===== src/rtl/gate_bist_pkg.sv =====
// Shared types and constants for the two-input gate BIST.
package gate_bist_pkg;
  localparam int unsigned NUM_VECTORS = 4;
  localparam int unsigned SETTLE_W    = 4;

  typedef enum logic [1:0] {
    IDLE,
    DRIVE,
    DONE
  } state_e;
endpackage


===== src/rtl/gate_bist_if.sv =====
// Control, result and gate-under-test signals of gate_bist, bundled for port use.
interface gate_bist_if;
  import gate_bist_pkg::*;

  logic                   start;
  logic                   abort;
  logic [NUM_VECTORS-1:0] truthTable;
  logic                   dutA;
  logic                   dutB;
  logic                   dutOut;
  logic                   busy;
  logic                   done;
  logic                   allPassed;
  logic [NUM_VECTORS-1:0] failMask;
  logic [1:0]             vecIndex;

  modport master (
    output start, abort, truthTable, dutOut,
    input  dutA, dutB, busy, done, allPassed, failMask, vecIndex
  );

  modport slave (
    input  start, abort, truthTable, dutOut,
    output dutA, dutB, busy, done, allPassed, failMask, vecIndex
  );
endinterface


===== src/rtl/gate_bist_settle_timer.sv =====
// Loadable down-counter that times how long each vector is held before sampling.
module settle_timer
  import gate_bist_pkg::*;
(
  input  logic                clk,
  input  logic                rst_n,
  input  logic                load_i,
  input  logic [SETTLE_W-1:0] load_val_i,
  input  logic                dec_i,
  output logic                zero_o
);
  logic [SETTLE_W-1:0] cnt_q;

  always_ff @(posedge clk or negedge rst_n) begin
    if (!rst_n) begin
      cnt_q <= '0;
    end else if (load_i) begin
      cnt_q <= load_val_i;
    end else if (dec_i && (cnt_q != '0)) begin
      cnt_q <= cnt_q - 1'b1;
    end
  end

  assign zero_o = (cnt_q == '0);
endmodule


===== src/rtl/gate_bist.sv =====
// Exhaustive 2-input gate tester: steps all four input vectors, holds each SETTLE
// cycles, and compares the gate output against a captured truth table.
module gate_bist
  import gate_bist_pkg::*;
#(
  parameter int unsigned SETTLE = 1
) (
  input logic        clk,
  input logic        resetN,
  gate_bist_if.slave bus
);
  localparam logic [SETTLE_W-1:0] RELOAD   = SETTLE_W'(SETTLE - 1);
  localparam logic [1:0]          LAST_VEC = 2'(NUM_VECTORS - 1);

  state_e                 state_q;
  logic [NUM_VECTORS-1:0] tt_q;
  logic [NUM_VECTORS-1:0] fail_q;
  logic [NUM_VECTORS-1:0] fail_d;
  logic [1:0]             idx_q;
  logic                   dut_a_q;
  logic                   dut_b_q;
  logic                   busy_q;
  logic                   done_q;
  logic                   all_q;

  logic                   tmr_load;
  logic [SETTLE_W-1:0]    tmr_val;
  logic                   tmr_dec;
  logic                   tmr_zero;
  logic                   mismatch;

  settle_timer u_settle (
    .clk       (clk),
    .rst_n     (resetN),
    .load_i    (tmr_load),
    .load_val_i(tmr_val),
    .dec_i     (tmr_dec),
    .zero_o    (tmr_zero)
  );

  always_comb begin
    // Case inequality so an X/Z gate output counts as a failure in simulation.
    mismatch = (bus.dutOut !== tt_q[idx_q]);
    fail_d   = fail_q | (NUM_VECTORS'(mismatch) << idx_q);

    tmr_load = 1'b0;
    tmr_val  = RELOAD;
    tmr_dec  = 1'b0;
    if (bus.abort) begin
      tmr_load = 1'b1;
      tmr_val  = '0;
    end else begin
      case (state_q)
        IDLE, DONE: tmr_load = bus.start;
        DRIVE: begin
          if (!tmr_zero)             tmr_dec  = 1'b1;
          else if (idx_q != LAST_VEC) tmr_load = 1'b1;
        end
        default: ;
      endcase
    end
  end

  always_ff @(posedge clk or negedge resetN) begin
    if (!resetN) begin
      state_q <= IDLE;
      tt_q    <= '0;
      fail_q  <= '0;
      idx_q   <= '0;
      dut_a_q <= 1'b0;
      dut_b_q <= 1'b0;
      busy_q  <= 1'b0;
      done_q  <= 1'b0;
      all_q   <= 1'b0;
    end else if (bus.abort) begin
      state_q <= IDLE;
      fail_q  <= '0;
      idx_q   <= '0;
      dut_a_q <= 1'b0;
      dut_b_q <= 1'b0;
      busy_q  <= 1'b0;
      done_q  <= 1'b0;
      all_q   <= 1'b0;
    end else begin
      case (state_q)
        IDLE, DONE: begin
          if (bus.start) begin
            state_q <= DRIVE;
            tt_q    <= bus.truthTable;
            fail_q  <= '0;
            idx_q   <= '0;
            dut_a_q <= 1'b0;
            dut_b_q <= 1'b0;
            busy_q  <= 1'b1;
            done_q  <= 1'b0;
            all_q   <= 1'b0;
          end
        end
        DRIVE: begin
          if (tmr_zero) begin
            fail_q <= fail_d;
            if (idx_q == LAST_VEC) begin
              state_q <= DONE;
              dut_a_q <= 1'b0;
              dut_b_q <= 1'b0;
              busy_q  <= 1'b0;
              done_q  <= 1'b1;
              all_q   <= (fail_d == '0);
            end else begin
              idx_q              <= idx_q + 2'd1;
              {dut_a_q, dut_b_q} <= idx_q + 2'd1;
            end
          end
        end
        default: state_q <= IDLE;
      endcase
    end
  end

  assign bus.dutA      = dut_a_q;
  assign bus.dutB      = dut_b_q;
  assign bus.busy      = busy_q;
  assign bus.done      = done_q;
  assign bus.allPassed = all_q;
  assign bus.failMask  = fail_q;
  assign bus.vecIndex  = idx_q;
endmodule

===== src/flat_wrapper.sv =====
// flat-port wrapper written by rule: the top's interface ports become plain ports
module gate_bist_flat import gate_bist_pkg::*;
#(
  parameter int unsigned SETTLE = 1
)
  (clk, resetN, bus_start, bus_abort, bus_truthTable, bus_dutOut, bus_dutA, bus_dutB, bus_busy, bus_done, bus_allPassed, bus_failMask, bus_vecIndex);
  gate_bist_if bus_i ();
  input logic clk;
  input logic resetN;
  input wire logic [$bits(bus_i.start)-1:0] bus_start;
  input wire logic [$bits(bus_i.abort)-1:0] bus_abort;
  input wire logic [$bits(bus_i.truthTable)-1:0] bus_truthTable;
  input wire logic [$bits(bus_i.dutOut)-1:0] bus_dutOut;
  output wire logic [$bits(bus_i.dutA)-1:0] bus_dutA;
  output wire logic [$bits(bus_i.dutB)-1:0] bus_dutB;
  output wire logic [$bits(bus_i.busy)-1:0] bus_busy;
  output wire logic [$bits(bus_i.done)-1:0] bus_done;
  output wire logic [$bits(bus_i.allPassed)-1:0] bus_allPassed;
  output wire logic [$bits(bus_i.failMask)-1:0] bus_failMask;
  output wire logic [$bits(bus_i.vecIndex)-1:0] bus_vecIndex;
  assign bus_i.start = bus_start;
  assign bus_i.abort = bus_abort;
  assign bus_i.truthTable = bus_truthTable;
  assign bus_i.dutOut = bus_dutOut;
  assign bus_dutA = bus_i.dutA;
  assign bus_dutB = bus_i.dutB;
  assign bus_busy = bus_i.busy;
  assign bus_done = bus_i.done;
  assign bus_allPassed = bus_i.allPassed;
  assign bus_failMask = bus_i.failMask;
  assign bus_vecIndex = bus_i.vecIndex;
  gate_bist #(.SETTLE(SETTLE)) u_core (.clk(clk), .resetN(resetN), .bus(bus_i));
endmodule

===== config.mk =====
export PLATFORM = sky130hd
export DESIGN_NAME = gate_bist_flat
export DESIGN_NICKNAME = d
export VERILOG_FILES = /design/src/rtl/gate_bist_pkg.sv /design/src/rtl/gate_bist_if.sv /design/src/rtl/gate_bist_settle_timer.sv /design/src/rtl/gate_bist.sv /design/src/flat_wrapper.sv
export SDC_FILE = /design/constraint.sdc
export NUM_CORES = 1
export LEC_CHECK = 0
export BUFFER_PORTS_ARGS = -buffer_cell sky130_fd_sc_hd__clkbuf_2
export CAP_MARGIN = 5
export CORE_ASPECT_RATIO = 1.5
export CORE_UTILIZATION = 36
export DETAILED_ROUTE_END_ITERATION = 8
export MAX_ROUTING_LAYER = met4
export PLACE_DENSITY = 0.57
export SYNTH_ARGS = -nofsm -noshare
export SYNTH_HDL_FRONTEND = slang
export SYNTH_SLANG_ARGS = --single-unit

===== constraint.sdc =====
create_clock -name clk -period 2.1 [get_ports clk]
set_input_delay 0.42 -clock clk [delete_from_list [all_inputs] [get_ports clk]]
set_output_delay 0.42 -clock clk [all_outputs]
set_load 0.1 [all_outputs]

==> impl_metrics.csv, run 1 <==
group,metric,value,unit
final_layout,finalNetCount,125,
synth,synthesis.instances,92,
pwr,power,0.918,mW
clock_network,cts.path.max_buffers,2,
synth,cell_types_with_the_highest_counts_after_synthesis,"dfrtp_1 (21), nor2_1 (8), mux2_2 (4), xor2_1 (4)",
synth,syn_nets,103,
floorplan,core_area,0.00291,mm2
setup_path,timing.critical_path.from_type,"flop",
global_routing,via_count_of_the_first_global_routing_pass,781,
synth,synth.avg_cell_area,11.9,um2
setup_path,worst-path-max-fanout,7,
global_routing,grt_max_degree,22,
timing,fmax,0.550,GHz
synth,yosys_warnings,0,
timing,fin_hold_ws,0.122,ns
global_routing,grt_antenna_before_repair,0,
final_layout,syn_to_final_growth,16.0,%
route,vias_per_cell,5.09,
global_routing,groute.usage.overall,15.7,%
timing,clock-skew-final,0.00314,ns
timing,timing_max_transition_violations_final,0,
route,route.antenna.remaining_nets,0,
final_layout,drive_above_1_share,33.6,%
route,dr_total_vias,774,
place,postPlaceCellArea,0.00122,mm2
clock_network,cts-hold-fix-buffers,0,
timing,final_period_minus_worst_setup_slack,1.82,ns
setup_path,critPathRequiredTime,2.25,ns
route,wirelength,2.09,mm
synth,synth_edf_count,0,
floorplan,start_util,37.6,%
synth,synth_top_flop_cell,"dfrtp_1",
synth,yosysTopAreaCell,"dfrtp_1",
clock_network,htree_levels,1,
clock_network,cts-buffers-inserted,3,
clock_network,cts.repair.resized,0,
pwr,peakVddDrop,0.435,mV
synth,ys_types,39,
floorplan,fp.dieArea,0.00327,mm2
timing,slew_at_the_pin_closest_to_its_max_slew_limit,0.539,ns
synth,synth_seq_area_share,48.0,%
setup_path,critical_path_arrival,1.96,ns
route,route.detailed.drc,0,
route,detail_route.first_pass.iterations,4,
final_layout,antenna_cells_inserted,0,
floorplan,die_height,69.5,um
floorplan,die_x,47.0,um
route,routedWlPerCell,13.8,um
clock_network,cts_tree,"done",
final_layout,post_route_design_area,0.00127,mm2
run,max_cap_viol_count,0,
synth,post_synth_instance_area,0.00109,mm2
clock_network,clockRootBuffer,"clkbuf_8",
final_layout,utilization,43.6,%
timing,max_slew_margin,64.2,%
synth,synth-seq-cells,21,
route,detail_route.iter0.violations,12,
timing,post-route-period-util,86.6,%
timing,unrepaired_setup_endpoints_after_global_routing,"no",
clock_network,post-cts-setup-buffer-count,0,
outcome,outcome,"completed",
min_path,hold_class,"in -> async",
synth,async_flop_share,100,%
setup_path,worst_setup_path_end_kind,"flop",
timing,setup_viol,0,
place,place_hpwl,1.61,mm
floorplan,ios,20,
global_routing,grt_pass1_wl,3.62,mm
synth,post-synth-top-count-cell,"dfrtp_1",
place,finalWeightedCongestion,0.773,
place,port_buffers,19,
pwr,power.density,723,mW/mm2
synth,synth_area_leaders,"dfrtp_1 (48%), mux2_2 (4.1%), xor2_1 (3.2%), mux2_1 (3.1%), mux2i_1 (2.7%)",
clock_network,clock_sink_count,21,
synth,netlist.area_leader.share,48.0,%
final_layout,nFillCells,294,
floorplan,row_count,24,
clock_network,insertion_delay,0.26,ns
timing,final.setup.tns,0,ns
setup_path,crit_type,"reg -> reg",
timing,final-hold-violation-count,0,
global_routing,overflow,0,
clock_network,clk_pin_slew,0.08,ns
pwr,power.static_leakage,0.594,nW
==> worst max-delay path, stage by stage, from the launching register on <==
cell     delay [ns]
dfrtp_1        0.41
inv_1          0.07
ha_1           0.17
nor3b_4        0.31
nand2_2        0.13
o21ai_4        0.26
mux2_1         0.35
==> cell usage in the layout (no fill, tap or decap), types with 3 or more instances in the layout <==
cell type,synthesis,final
mux2_2,4,4
mux2i_1,3,3
clkbuf_8,0,3
nor2_1,8,8
clkbuf_2,0,19
xor2_1,4,4
dfrtp_1,21,21
mux2_1,3,3
nor2b_1,3,3
nand2_1,3,3
nor3_1,3,3
nand3_1,3,3
==> through the flow <==
| stage | std cells | setup slack, ns |
|---|---|---|
| final | 152 | 0.282 |
| after global routing | 152 | 0.166 |
| after CTS | 152 | 0.285 |
| after detailed placement | 148 | 0.288 |
| after global placement | 148 | 0.349 |
| after floorplan | 92 | 0.0271 |
==> final timing paths <==
check                                                           from                                  to  slack [ns]  cells after the start
worst max-delay path            u_core.u_settle.cnt_q[0]$_DFFE_PN0P_  u_core.bus.vecIndex[0]$_DFFE_PN0P_        0.28                      6
min in group clk                                   bus_truthTable[1]          u_core.tt_q[1]$_DFFE_PN0P_        0.38                      2
max in group asynchronous                                     resetN         u_core.bus.busy$_DFFE_PN0P_        1.63                      1
worst max register to register  u_core.u_settle.cnt_q[0]$_DFFE_PN0P_  u_core.bus.vecIndex[0]$_DFFE_PN0P_        0.28                      6
worst min-delay path                                          resetN         u_core.bus.dutB$_DFFE_PN0P_        0.12                      1
worst min register to register           u_core.bus.busy$_DFFE_PN0P_         u_core.bus.busy$_DFFE_PN0P_        0.48                      1
==> report_power, final <==
group          total, mW  internal, mW  switching, mW
clock              0.264         0.135          0.129
sequential         0.457         0.432         0.0255
combinational      0.197        0.0633          0.134
total              0.918         0.630          0.288
==> kinds of logic (layout without fill, tap and decap cells) <==
| group | Yosys count | in the layout | synth area share, % |
|---|---|---|---|
| DFF | 21 | 21 | 48.0 |
| muxes | 10 | 10 | 9.94 |
| adders and majority gates | 2 | 2 | 2.29 |
| buffers and inverters | 5 | 26 | 2.63 |
| and+or+nand+nor | 36 | 36 | 21.3 |
| xor gates and xnor gates | 6 | 6 | 4.80 |
| AOI/OAI and AO/OA | 12 | 12 | 11.1 |
==> final cells by class <==
class                   count  area [um2]  area share (%)
multi-input cells          66         541            42.6
flip-flops and latches     21         526            41.4
repair buffers             20         103            8.08
well taps                  39        48.8            3.84
clock buffers               4        45.0            3.55
inverters                   2        7.51           0.591
==> metal layers <==
metal	GRT usage [%]	routed length (um)	vias to the layer above
met5	-	0	-
met4	7.62	51	0
met3	2.34	46	4
met2	24.7	1100	14
met1	18.8	892	382
li1	-	-	374
==> registers in the layout (all words and copies together) (netlist names) <==
name and cells:
u_core.bus.done 1, u_core.bus.allPassed 1, u_core.bus.dutA 1, u_core.bus.busy 1
u_core.bus.failMask 4, u_core.tt_q 4, u_core.u_settle.cnt_q 4, u_core.state_q 2
u_core.bus.vecIndex 2, u_core.bus.dutB 1
Note: power is estimated with default switching activity, not from simulation.
==> inputs of run 2 (changes only) <==
ABC_AREA = 1   (was unset)
CORE_MARGIN = 4   (was unset)
==> impl_metrics.csv, run 2 <==
group,metric,value,unit
setup_path,critical_path_arrival,1.82,ns
clock_network,clock_sink_count,21,
setup_path,worst_path_largest_cell_delay,0.40,ns
run,max_cap_viol_count,0,
setup_path,critical-path-top-cell-by-count,"inv_1",
floorplan,die_height,74.8,um
setup_path,timing.critical_path.from_type,"flop",
setup_path,worst-path-max-fanout,7,
setup_path,kind_of_cell_with_the_highest_combined_delay_on_the_critical_path,"flip-flops",
synth,yosysTopAreaCell,"dfrtp_1",
floorplan,ios,20,
setup_path,buffers_plus_inverters_on_the_worst_setup_path,3,
synth,synth-seq-cells,21,
clock_network,clockRootBuffer,"clkbuf_8",
clock_network,cts.path.max_buffers,2,
final_layout,antenna_cells_inserted,0,
global_routing,via_count_of_the_first_global_routing_pass,886,
timing,final_period_minus_worst_setup_slack,1.67,ns
synth,synthesis.instances,122,
timing,fmax,0.598,GHz
synth,synth_top_family_by_area,"simple AND/OR/NAND/NOR gates",
timing,final-hold-violation-count,0,
floorplan,start_util,37.2,%
setup_path,rr_worst_depth,9,
place,postPlaceCellArea,0.00121,mm2
setup_path,worst_setup_path_end_kind,"flop",
timing,unrepaired_setup_endpoints_after_global_routing,"no",
synth,synth_top_flop_cell,"dfrtp_1",
route,detail_route.iter0.violations,31,
synth,syn_nets,133,
synth,synth.avg_cell_area,8.78,um2
pwr,power.static_leakage,0.674,nW
pwr,power.density,850,mW/mm2
clock_network,cts-buffers-inserted,3,
final_layout,layout_commonest_cell,"nand2_1",
final_layout,finalNetCount,157,
timing,timing_max_transition_violations_final,0,
timing,clock-skew-final,0.00518,ns
synth,synth_simple_gate_area_share,27.3,%
final_layout,nFillCells,291,
timing,slew_at_the_pin_closest_to_its_max_slew_limit,0.543,ns
synth,synth.mux.area_fraction,4.21,%
route,wirelength,2.20,mm
route,route.antenna.remaining_nets,0,
route,routedWlPerCell,11.9,um
timing,max_slew_margin,64.0,%
clock_network,cts_tree,"done",
outcome,outcome,"completed",
synth,synthAdderAreaFrac,2.34,%
clock_network,post-cts-setup-buffer-count,0,
global_routing,grt_antenna_before_repair,0,
pwr,power,1.07,mW
clock_network,cts.repair.resized,0,
final_layout,post_route_design_area,0.00126,mm2
timing,post-route-period-util,79.7,%
floorplan,core_area,0.00288,mm2
floorplan,die_x,52.5,um
clock_network,insertion_delay,0.26,ns
setup_path,critical_path.cell_chain,"inv_1, ha_1, inv_1, nor3_4, nand2_2, a21oi_4, nor2_1, a21oi_1, inv_1",
final_layout,layout.area.seq,526,um2
pwr,peakVddDrop,0.403,mV
global_routing,groute.usage.overall,13.2,%
timing,final.setup.tns,0,ns
synth,synth_area_leaders,"dfrtp_1 (49%), nand2_1 (8.8%), nand3_1 (7.0%), inv_1 (4.9%), mux2_2 (4.2%)",
synth,synth_compound_gate_area_share,8.18,%
place,finalWeightedCongestion,0.830,
final_layout,multi_input_comb_area,468,um2
synth,ys_types,23,
setup_path,critical_path_cell_count,9,
min_path,hold_class,"in -> async",
setup_path,critPathRequiredTime,2.25,ns
synth,cell_types_with_the_highest_counts_after_synthesis,"nand2_1 (25), dfrtp_1 (21), nand3_1 (15)",
synth,yosys.area_share.xor_xnor,1.64,%
route,vias_per_cell,4.83,
global_routing,overflow,0,
final_layout,most-common-layout-cells,"nand2_1 (25), dfrtp_1 (21), clkbuf_2 (19), nand3_1 (15), inv_1 (14)",
final_layout,syn_to_final_growth,17.6,%
route,detail_route.first_pass.iterations,4,
synth,post-synth-top-count-cell,"nand2_1",
final_layout,drive_above_1_share,29.0,%
synth,netlist.area_leader.share,49.1,%
clock_network,htree_levels,1,
setup_path,crit_type,"reg -> reg",
synth,synth_edf_count,0,
clock_network,clk_pin_slew,0.08,ns
floorplan,fp.dieArea,0.00393,mm2
global_routing,grt_pass1_wl,3.73,mm
synth,async_flop_share,100,%
route,route.detailed.drc,0,
synth,synth_seq_area_share,49.1,%
floorplan,row_count,24,
place,port_buffers,19,
setup_path,critical_path.slowest_cell,"dfrtp_1",
route,dr_total_vias,889,
synth,yosys_warnings,0,
clock_network,cts-hold-fix-buffers,0,
timing,setup_viol,0,
place,place_hpwl,1.73,mm
synth,post_synth_instance_area,0.00107,mm2
global_routing,grt_max_degree,22,
run 2: power breakdown:
part	switching, mW	total (mW)	internal [mW]
registers	0.0307	0.476	0.445
clock network	0.129	0.264	0.135
logic	0.254	0.330	0.0754
total	0.415	1.07	0.656
run 2: worst paths after layout:
| kind | from | endpoint | slack [ns] |
|---|---|---|---|
| worst min register to register | u_core.bus.busy$_DFFE_PN0P_ | u_core.bus.busy$_DFFE_PN0P_ | 0.47 |
| worst max register to register | u_core.u_settle.cnt_q[0]$_DFFE_PN0P_ | u_core.u_settle.cnt_q[1]$_DFFE_PN0P_ | 0.43 |
| worst max-delay path | u_core.u_settle.cnt_q[0]$_DFFE_PN0P_ | u_core.u_settle.cnt_q[1]$_DFFE_PN0P_ | 0.43 |
| worst min-delay path | resetN | u_core.tt_q[3]$_DFFE_PN0P_ | 0.12 |
| max in group asynchronous | resetN | u_core.bus.failMask[1]$_DFFE_PN0P_ | 1.62 |
| min in group clk | bus_truthTable[3] | u_core.tt_q[3]$_DFFE_PN0P_ | 0.39 |
run 2: cells by family (layout without fill, tap and decap cells):
group / count (synthesis) / after routing
AND/OR/NAND/NOR: 59 / 59
flip-flops: 21 / 21
buffers and inverters: 20 / 43
AO/OA/AOI/OAI: 14 / 14
multiplexers: 4 / 4
adder cells (fa/ha/maj): 2 / 2
XOR/XNOR: 2 / 2
run 2: worst register-to-register path: stages, from the launching register on:
cell and delay (ns):
dfrtp_1 0.40, inv_1 0.09, ha_1 0.18, inv_1 0.07, nor3_4 0.21, nand2_2 0.10
a21oi_4 0.23, nor2_1 0.09, a21oi_1 0.14, inv_1 0.06
run 2: final cells by class:
type	count	share of cell area [%]
repair buffers	19	7.55
well taps	39	3.87
inverters	20	6.16
clock buffers	4	3.57
multi-input cells	81	37.1
flip-flops and latches	21	41.7
run 2: metrics by stage:
| stage | utilization [%] | std cells | worst slack (ns) | hold slack, ns |
|---|---|---|---|---|
| after floorplan | - | 122 | 0.0539 | 0.124 |
| after global placement | 42.1 | 180 | 0.524 | 0.419 |
| after detailed placement | 42.1 | 180 | 0.446 | 0.421 |
| after CTS | 43.7 | 184 | 0.430 | 0.143 |
| after global routing | 43.7 | 184 | 0.295 | 0.163 |
| final | 43.7 | 184 | 0.427 | 0.120 |
run 2: metal layers:
layer	GRT usage [%]	wire (um)	vias up
li1	-	-	436
met1	14.6	907	427
met2	22.4	1160	18
met3	1.78	62	8
met4	7.67	70	0
met5	-	0	-
